## src/rtl/sonar_pkg.sv

```systemverilog
`default_nettype none
// +----------------------------------------------------------------------------+
// | sonar_pkg : shared types and default constants for sonar ToF capture       |
// | Rev 1.0                                                                     |
// +----------------------------------------------------------------------------+
package sonar_pkg;

  typedef enum logic [1:0] {
    ST_IDLE   = 2'd0,
    ST_BLANK  = 2'd1,
    ST_LISTEN = 2'd2,
    ST_DONE   = 2'd3
  } tof_state_t;

  localparam int TOF_CNT_W    = 16;
  localparam int TOF_BLANK    = 8;
  localparam int TOF_DEBOUNCE = 3;
  localparam int TOF_TIMEOUT  = 1000;

endpackage
`default_nettype wire

```

## src/rtl/sonar_debounce.sv

```systemverilog
`default_nettype none
// +----------------------------------------------------------------------------+
// | sonar_debounce : consecutive-tick run counter with first-tick index latch  |
// | Rev 1.0                                                                     |
// +----------------------------------------------------------------------------+
module sonar_debounce #(
  parameter int CNT_W    = 16,
  parameter int DEBOUNCE = 3
) (
  input  logic             clk,
  input  logic             rst,
  input  logic             i_tick,
  input  logic             i_cmp,
  input  logic             i_clear,
  input  logic [CNT_W-1:0] i_idx,
  output logic             o_detect,
  output logic [CNT_W-1:0] o_cap_idx
);

  localparam logic [CNT_W-1:0] c_DEBOUNCE = CNT_W'(DEBOUNCE);

  logic [CNT_W-1:0] r_run;
  logic [CNT_W-1:0] r_cand;
  logic [CNT_W-1:0] w_run_inc;

  assign w_run_inc = r_run + 1'b1;
  assign o_detect  = i_tick & i_cmp & (w_run_inc == c_DEBOUNCE);
  // A run of length one has not latched its start yet, so bypass the latch.
  assign o_cap_idx = (r_run == '0) ? i_idx : r_cand;

  always_ff @(posedge clk) begin
    if (rst) begin
      r_run  <= '0;
      r_cand <= '0;
    end else if (i_clear) begin
      r_run  <= '0;
    end else if (i_tick) begin
      if (i_cmp) begin
        if (r_run == '0) r_cand <= i_idx;
        r_run <= w_run_inc;
      end else begin
        r_run <= '0;
      end
    end
  end

endmodule
`default_nettype wire

```

## src/rtl/sonar_tof_capture.sv

```systemverilog
`default_nettype none
// +----------------------------------------------------------------------------+
// | sonar_tof_capture : echo time-of-flight capture with blanking and timeout  |
// | Rev 1.0                                                                     |
// +----------------------------------------------------------------------------+
module sonar_tof_capture
  import sonar_pkg::*;
#(
  parameter int CNT_W       = TOF_CNT_W,
  parameter int BLANK_TICKS = TOF_BLANK,
  parameter int DEBOUNCE    = TOF_DEBOUNCE,
  parameter int TIMEOUT     = TOF_TIMEOUT
) (
  input  logic             wb_clk_i,
  input  logic             wb_rst_i,
  input  logic             ce_pcm,
  input  logic             mclear,
  input  logic             cmp,
  input  logic             ack_i,
  output logic [CNT_W-1:0] tof_o,
  output logic             valid_o,
  output logic             timeout_o,
  output logic             busy_o
);

  localparam logic [CNT_W-1:0] c_BLANK_LAST =
    CNT_W'((BLANK_TICKS > 0) ? BLANK_TICKS - 1 : 0);
  localparam logic [CNT_W-1:0] c_TO_LAST = CNT_W'(TIMEOUT - 1);
  // With no blanking, release from mclear lands straight in LISTEN.
  localparam tof_state_t c_START = (BLANK_TICKS == 0) ? ST_LISTEN : ST_BLANK;

  tof_state_t       r_state;
  logic [CNT_W-1:0] r_count;
  logic [CNT_W-1:0] r_tof;
  logic             r_valid;
  logic             r_timeout;
  logic             r_busy;

  logic             w_listen_tick;
  logic             w_detect;
  logic [CNT_W-1:0] w_cap_idx;

  assign w_listen_tick = ce_pcm & ~mclear & (r_state == ST_LISTEN);

  sonar_debounce #(
    .CNT_W    (CNT_W),
    .DEBOUNCE (DEBOUNCE)
  ) u_debounce (
    .clk       (wb_clk_i),
    .rst       (wb_rst_i),
    .i_tick    (w_listen_tick),
    .i_cmp     (cmp),
    .i_clear   (mclear),
    .i_idx     (r_count),
    .o_detect  (w_detect),
    .o_cap_idx (w_cap_idx)
  );

  always_ff @(posedge wb_clk_i) begin
    if (wb_rst_i) begin
      r_state   <= ST_IDLE;
      r_count   <= '0;
      r_tof     <= '0;
      r_valid   <= 1'b0;
      r_timeout <= 1'b0;
      r_busy    <= 1'b0;
    end else if (mclear) begin
      r_state   <= c_START;
      r_count   <= '0;
      r_valid   <= 1'b0;
      r_timeout <= 1'b0;
      r_busy    <= 1'b1;
    end else begin
      case (r_state)
        ST_BLANK: begin
          if (ce_pcm) begin
            r_count <= r_count + 1'b1;
            if (r_count == c_BLANK_LAST) r_state <= ST_LISTEN;
          end
        end
        ST_LISTEN: begin
          if (ce_pcm) begin
            r_count <= r_count + 1'b1;
            if (w_detect) begin
              r_state   <= ST_DONE;
              r_tof     <= w_cap_idx;
              r_valid   <= 1'b1;
              r_timeout <= 1'b0;
              r_busy    <= 1'b0;
            end else if (r_count == c_TO_LAST) begin
              r_state   <= ST_DONE;
              r_tof     <= '1;
              r_valid   <= 1'b1;
              r_timeout <= 1'b1;
              r_busy    <= 1'b0;
            end
          end
        end
        ST_DONE: begin
          if (ack_i) begin
            r_state   <= ST_IDLE;
            r_valid   <= 1'b0;
            r_timeout <= 1'b0;
          end
        end
        default: ;
      endcase
    end
  end

  assign tof_o     = r_tof;
  assign valid_o   = r_valid;
  assign timeout_o = r_timeout;
  assign busy_o    = r_busy;

endmodule
`default_nettype wire

```

## config.mk

```make
export PLATFORM = sky130hd
export DESIGN_NAME = sonar_tof_capture
export DESIGN_NICKNAME = d
export VERILOG_FILES = /design/src/rtl/sonar_pkg.sv /design/src/rtl/sonar_debounce.sv /design/src/rtl/sonar_tof_capture.sv
export SDC_FILE = /design/constraint.sdc
export NUM_CORES = 1
export LEC_CHECK = 0
export CORE_ASPECT_RATIO = 2
export CORE_UTILIZATION = 25
export CTS_CLUSTER_SIZE = 10
export DETAILED_ROUTE_END_ITERATION = 6
export PLACE_DENSITY_LB_ADDON = 0.2
export SETUP_SLACK_MARGIN = 0.15
export SYNTH_ARGS = -nofsm -noshare
export SYNTH_HDL_FRONTEND = slang
export SYNTH_SLANG_ARGS = --single-unit
```

## constraint.sdc

```tcl
create_clock -name wb_clk_i -period 2 [get_ports wb_clk_i]
set_input_delay 0.6 -clock wb_clk_i [delete_from_list [all_inputs] [get_ports wb_clk_i]]
set_output_delay 0.6 -clock wb_clk_i [all_outputs]
set_load 0.02 [all_outputs]
```

==> results of run 1 <==
==> cell usage after synthesis (2+ instances only) <==
cell	number	area, um^2
or3_1	9	56.30
or4_1	2	15.01
buf_4	4	30.03
mux2i_1	20	200.2
nor2_1	40	150.1
a21oi_1	51	255.2
buf_6	3	33.78
inv_1	6	22.52
nand2_1	70	262.8
nand3_1	15	75.07
nand4_1	10	62.56
dfxtp_1	69	1381
nor4_1	6	37.54
nor3_1	13	65.06
xor2_1	13	113.9
nor4_4	2	42.54
nand2b_1	2	12.51
nor4b_1	2	17.52
nor2b_1	4	25.02
clkbuf_1	15	56.30
or2_2	2	12.51
o21ai_0	10	50.05
ha_1	8	100.1
and4_1	2	17.52
and3_1	6	37.54
xnor2_1	6	52.55
a211oi_1	2	15.01
o21a_1	17	127.6
o31a_1	2	17.52
buf_2	6	30.03
o31ai_1	2	15.01
==> layout by cell type (no fill, tap or decap), types with 3 or more instances in the layout <==
cell	netlist	layout
o21ai_0	10	7
inv_1	6	5
clkdlybuf4s50_1	0	3
o21ai_1	1	4
nand4_1	10	10
dlygate4sd2_1	0	19
nand2_4	0	16
xnor2_1	6	5
or3_1	9	5
nand2_1	70	51
dfxtp_4	0	6
nor4_4	2	3
mux2i_1	20	19
nor4_1	6	4
or3_4	0	4
ha_1	8	4
nand3_1	15	14
and3_1	6	5
buf_12	0	7
clkbuf_16	0	11
dfxtp_1	69	56
nor3_1	13	11
dfxtp_2	0	7
xor2_1	13	12
buf_6	3	13
a21oi_1	51	35
nand2_2	0	3
buf_4	4	81
a21oi_2	0	16
nor2b_1	4	3
nor2_1	40	39
o21a_1	17	16
==> worst paths after layout <==
path,endpoint,slack [ns],cells past startpoint
worst max-delay path,tof_o[12]$_SDFFE_PP0P_,-0.19,9
worst max register to register,valid_o$_SDFFE_PP0P_,-0.19,10
worst min-delay path,tof_o[15]$_SDFFE_PP0P_,0.46,1
worst min register to register,tof_o[15]$_SDFFE_PP0P_,0.46,1
==> flip-flops by register name, summed over array words and instances (netlist names) <==
name and count:
valid_o 1, u_debounce.r_cand 16, tof_o 16, r_state 2, busy_o 1, r_count 16, u_debounce.r_run 16, timeout_o 1
==> cell families after synthesis <==
| family | after synthesis | synth area share |
|---|---|---|
| AO/OA/AOI/OAI | 92 | 0.1538 |
| adder cells (fa/ha/maj) | 8 | 0.02790 |
| AND/OR/NAND/NOR | 197 | 0.2804 |
| XOR/XNOR | 19 | 0.04639 |
| multiplexers | 20 | 0.05581 |
| flip-flops | 69 | 0.3851 |
| buffers and inverters | 36 | 0.05057 |
==> layout make-up <==
type | count | area [um^2] | area share
well taps | 189 | 236.5 | 0.04163
repair buffers | 130 | 1242 | 0.2187
clock inverters | 4 | 76.32 | 0.01344
inverters | 6 | 22.52 | 0.003965
multi-input cells | 336 | 2412 | 0.4247
clock buffers | 12 | 277.8 | 0.04890
flip-flops and latches | 69 | 1413 | 0.2487
==> repair_timing <==
action / CTS / global route
buffers inserted: 14 / 4
endpoints found under the hold margin: 0 / 0
pin swaps: 25 / 45
setup endpoints to repair: 77 / 48
resized for setup: 69 / 76
cloned: 3 / 1
==> power by group <==
| part | total [mW] | switching (mW) | internal (mW) |
|---|---|---|---|
| clock | 1.87 | 0.637 | 1.24 |
| combinational | 0.203 | 0.110 | 0.0933 |
| sequential | 1.38 | 0.00438 | 1.37 |
| total | 3.46 | 0.751 | 2.70 |
==> per-layer routing <==
metal	vias to the layer above	GRT usage
li1	1769	-
met1	1765	0.1455
met2	56	0.3261
met3	29	0.02015
met4	0	0.08986
met5	-	0
==> worst register-to-register path, stage by stage (launching register included) <==
cell and delay (ns):
dfxtp_4 0.38, ha_4 0.19, nand3_4 0.13, nor2_4 0.12
nand3_2 0.10, mux2i_1 0.14, buf_4 0.15, and4bb_4 0.22
buf_6 0.13, or3_4 0.32, a32o_1 0.20
==> Flow_metrics.wiki, run 1 <==
{| class="wikitable"
! Metric !! Value
|-
| Root buffer selected by CTS || clkbuf_16
|-
| Maximum clock rate || 456.1 MHz
|-
| Worst flop-to-flop path startpoint || u_debounce.r_run[0]$_SDFFE_PP0P_
|-
| Most used DFF post-synth || dfxtp_1
|-
| Detailed-route wire length || 11.70 mm
|-
| Kind of critical path || primary input to register
|-
| Pins Over Slew Limit || 0
|-
| Final Critical Period || 2.193 ns
|-
| Post-route setup TNS || -3.775 ns
|-
| Port bufs || 24
|-
| Total iterations of the first detailed-routing run || 5
|-
| Global-route wire length before repair || 17.89 mm
|-
| Floorplan core area || 0.01397 mm^2
|-
| Hold Crit Start || tof_o[15]$_SDFFE_PP0P_
|-
| Biggest cell delay along the critical path || 0.52 ns
|-
| Register bit count reported by yosys || 69
|-
| Crit path capture type || register
|-
| Cell area power density || 608.3 mW/mm^2
|-
| Max Root-Sink Buffers || 2
|-
| Highest fanout seen on the critical path || 5
|-
| Antenna diode count || 0
|-
| Total length of routed met2 wires || 6.875 mm
|-
| Ratio of final minimum period to clock period || 1.096
|-
| Classification of the worst-slack hold path || register to register
|-
| Final-layout fill cell count || 1402
|-
| Net count of the mapped netlist || 455
|-
| X dimension of the die || 86.70 um
|-
| Global Route Usage Sum || 0.1600
|-
| Nets || 566
|-
| Number of placement rows || 61
|-
| TritonCTS clock tree || done
|-
| Number of max-capacitance violations reported || 0
|-
| Max layer used || met4
|-
| Slew Limit Headroom || 0.7540
|-
| DP Worst Slack || -0.7106 ns
|-
| Worst setup path startpoint || cmp
|-
| Worst-path cell with the longest stage delay || clkdlybuf4s50_1
|-
| Later-pin clock latency in the skew report || 0.34 ns
|-
| Static Leakage || 2.556 nW
|-
| Startpoint type of the worst setup path || primary input
|-
| Layout cells sized above 1 || 0.3770
|-
| Async SR Flop Fraction || 0
|-
| Final design area excluding fillers || 0.005680 mm^2
|-
| Area of placed instances || 0.004653 mm^2
|-
| Number of warnings reported in the yosys synthesis log || 0
|-
| Hold-fix buffers at CTS || 0
|-
| Result of the run || finished, violations left
|-
| DR WL/cell || 15.68 um
|-
| Post-route ant nets || 0
|-
| Count of cell types in the netlist || 53
|-
| Setup repair after global routing missed its margin || true
|-
| Number of buffers and inverters on the critical path || 3
|-
| Number of instances in the placed design || 708
|-
| Total DRC errors in the routed layout || 0
|-
| Vias in the first global route || 3587
|-
| Worst path top cell family by delay || simple AND/OR/NAND/NOR gates
|-
| Failing checks || setup timing
|-
| Synthesized cell area || 0.003587 mm^2
|-
| Filler-free cell count of the finished design || 746
|-
| Largest net degree at the start of global routing || 37
|-
| Cells along the critical path || clkdlybuf4s50_1, nand4_1, nor4bb_2, nand3_1, and4bb_4, o21a_4, buf_6, buf_12, o21a_1
|-
| DIE AREA || 0.01486 mm^2
|-
| M1 wire length || 4.126 mm
|-
| Count of clock tree sinks || 69
|-
| Clock buffer count from CTS || 9
|-
| Instance count of the mapped netlist || 441
|-
| Least setup slack across all paths after layout || -0.1926 ns
|-
| Vias after detailed routing || 3619
|-
| Data arrival time of the critical path || 2.47 ns
|-
| Clock-pin slew of the registers on the worst-case setup and hold paths || 0.06 ns
|-
| Overall Power || 3.455 mW
|-
| Final worst hold slack || 0.4602 ns
|-
| Count of final hold-check violations || 0
|-
| Ports || 25
|-
| Number of design-rule violations left by the first detailed-router iteration || 134
|-
| Detail-routed via count per cell || 4.851
|-
| Worst-case vdd ir drop || 0.5241 mV
|-
| Transition time of the tightest slew-check pin || 0.3690 ns
|-
| # H-tree levels || 3
|-
| Initial cell density of the core || 0.2568
|-
| Synthesized area per cell || 8.134 um^2
|-
| Met3 wire len || 246 um
|-
| Total grt overflow || 0
|-
| Maximum clock skew at final layout || 0.007998 ns
|-
| Final design utilization || 0.4067
|-
| Area Overhead vs Synth || 58.35%
|-
| Number of enable flip-flop cells after synthesis || 0
|-
| Final GP Congestion || 0.9006
|-
| Die Height || 171.4 um
|-
| Count of final setup violators || 33
|-
| HPWL after detailed placement || 8.075 mm
|-
| Required time at the worst-slack endpoint || 2.28 ns
|-
| Sequential share of the synthesized area || 0.3851
|-
| Initial antenna violation count || 0
|}
Power figures use the tool's default switching activity.
==> inputs of run 2 (changes only) <==
- clock period: 2 -> 2.6 ns (I/O delays scaled with it)
==> run 2 against run 1 <==
  * The run now ends clean
  * Flip-flop and latch count stayed put
  * Non-clock buffer count is 68 lower
  * Largest cell class unchanged
  * Clock skew is 0.00095 ns lower
  * Combinational power is 44% lower
  * Clock power is 32% lower
  * Wire length is 9.7% lower
==> Flow_metrics.wiki, run 2 (synthesis results as in run 1) <==
{| class="wikitable"
! Metric !! Value
|-
| Result of the run || complete, no violations
|-
| Root buffer selected by CTS || clkbuf_16
|-
| Transition time of the tightest slew-check pin || 0.3704 ns
|-
| Post-route ant nets || 0
|-
| Cells along the critical path || dlygate4sd2_1, and3b_1, nand4_1, nor4bb_1, nand3_1, and4bb_4, o21a_4, bufbuf_16, o21a_1
|-
| Count of final hold-check violations || 0
|-
| Later-pin clock latency in the skew report || 0.34 ns
|-
| Leading cell types in the layout, fill and taps excluded || nand2_1 (70), dfxtp_1 (67), a21oi_1 (51), nor2_1 (40), buf_4 (35)
|-
| Count of final setup violators || 0
|-
| Number of placement rows || 61
|-
| Highest fanout seen on the critical path || 8
|-
| Ratio of final minimum period to clock period || 0.9114
|-
| Maximum clock skew at final layout || 0.007051 ns
|-
| Most frequent standard cell in the layout excluding fill and tap cells || nand2_1
|-
| Static Leakage || 1.719 nW
|-
| Vias in the first global route || 3364
|-
| Data arrival time of the critical path || 2.66 ns
|-
| X dimension of the die || 86.70 um
|-
| Required time at the worst-slack endpoint || 2.89 ns
|-
| Number of instances in the placed design || 659
|-
| Detailed-route wire length || 10.57 mm
|-
| DR WL/cell || 15.59 um
|-
| Kind of critical path || primary input to register
|-
| Pins Over Slew Limit || 0
|-
| Combined area of the multi-input logic cells || 0.002064 mm^2
|-
| Detail-routed via count per cell || 4.804
|-
| Total DRC errors in the routed layout || 0
|-
| Filler-free cell count of the finished design || 678
|-
| # H-tree levels || 3
|-
| Die Height || 171.4 um
|-
| Biggest cell delay along the critical path || 0.38 ns
|-
| Total iterations of the first detailed-routing run || 4
|-
| Maximum clock rate || 422.0 MHz
|-
| Ports || 25
|-
| TritonCTS clock tree || done
|-
| Clock buffer count from CTS || 9
|-
| Nets || 498
|-
| Busiest layer in global routing || met2
|-
| Number of design-rule violations left by the first detailed-router iteration || 123
|-
| Met3 Usage GRT || 0.02111
|-
| Initial cell density of the core || 0.2568
|-
| Number of max-capacitance violations reported || 0
|-
| Clock group share of total power || 0.519
|-
| Crit path capture type || register
|-
| Floorplan core area || 0.01397 mm^2
|-
| Global-route wire length before repair || 16.97 mm
|-
| Cell area power density || 535.3 mW/mm^2
|-
| Max Root-Sink Buffers || 2
|-
| Classification of the worst-slack hold path || register to register
|-
| Proportion of power drawn by combinational gates || 0.046
|-
| Clock-pin slew of the registers on the worst-case setup and hold paths || 0.06 ns
|-
| Setup repair after global routing missed its margin || true
|-
| Port bufs || 24
|-
| Total grt overflow || 0
|-
| Final GP Congestion || 0.7979
|-
| Slew Limit Headroom || 0.7531
|-
| Area Overhead vs Synth || 27.94%
|-
| Layout cells sized above 1 || 0.1472
|-
| Least setup slack across all paths after layout || 0.2303 ns
|-
| Worst-path cell with the longest stage delay || and4bb_4
|-
| Share of power burned in registers || 0.435
|-
| Area of placed instances || 0.004193 mm^2
|-
| Largest net degree at the start of global routing || 37
|-
| Power dissipated by switching net loads || 0.5739 mW
|-
| Startpoint type of the worst setup path || primary input
|-
| Antenna diode count || 0
|-
| Global Route Usage Sum || 0.1524
|-
| DP Worst Slack || -0.4222 ns
|-
| Final Critical Period || 2.370 ns
|-
| Cell-internal power || 1.883 mW
|-
| Switching part of the total || 0.2336
|-
| Fraction of met2 tracks used by global routing || 0.3002
|-
| HPWL after detailed placement || 7.835 mm
|-
| Met1 demand-to-capacity share in global routing || 0.1406
|-
| DIE AREA || 0.01486 mm^2
|-
| Worst-case vdd ir drop || 0.3365 mV
|-
| Initial antenna violation count || 0
|-
| Vias after detailed routing || 3257
|-
| Final design area excluding fillers || 0.004589 mm^2
|-
| Final worst hold slack || 0.4485 ns
|-
| Final-layout fill cell count || 1479
|-
| Flip-flop and latch area || 0.001384 mm^2
|-
| Post-route setup TNS || 0 ns
|-
| Count of clock tree sinks || 69
|}
-- run 2: per-stage QoR --
stage                     total power, mW  utilization
after floorplan                     1.161            -
after global placement              1.206       0.3002
after detailed placement            1.207       0.3002
after CTS                           2.486       0.3264
after global routing                2.543       0.3286
final                               2.457       0.3286
-- run 2: path summary, 6_finish.rpt --
kind                                 startpoint                                  to  slack, ns  depth (start not counted)
min          u_debounce.r_cand[13]$_SDFFE_PP0P_  u_debounce.r_cand[13]$_SDFFE_PP0P_       0.45                          2
max reg2reg    u_debounce.r_run[2]$_SDFFE_PP0P_              tof_o[15]$_SDFFE_PP0P_       0.25                          8
max                                      mclear              tof_o[15]$_SDFFE_PP0P_       0.23                          9
min reg2reg  u_debounce.r_cand[13]$_SDFFE_PP0P_  u_debounce.r_cand[13]$_SDFFE_PP0P_       0.45                          2
-- run 2: layout make-up --
class	instances	area share
multi-input combinational	336	0.4498
inverter	6	0.004907
timing repair buffer	62	0.1246
sequential	69	0.3015
clock inverter	6	0.01554
clock buffer	10	0.05207
tap	189	0.05153
-- run 2: repair_timing --
action	CTS	global route
endpoints found under the hold margin	0	0
hold buffers	0	0
endpoints found under the setup margin	22	20
resized for setup	7	6
gates cloned	1	0
buffers inserted	2	0
pin swaps	4	0
-- run 2: per-layer routing --
metal  vias up  wire length, um
li1       1642                -
met1      1538             3796
met2        47             6092
met3        30              171
met4         0              507
met5         -                0
-- run 2: power by group through the flow --
stage,logic [mW],clock network (mW),registers [mW]
6_report,0.113,1.28,1.07
5_1_grt,0.125,1.35,1.07
4_1_cts,0.114,1.30,1.07
3_5_place_dp,0.116,0,1.09
3_3_place_gp,0.115,0,1.09
2_1_floorplan,0.0696,0,1.09
-- run 2: critical path: cells and delay by family --
kind / cells / cell delay (ns)
compound gates: 2 / 0.25
buf+inv: 2 / 0.52
simple gates: 5 / 1.10
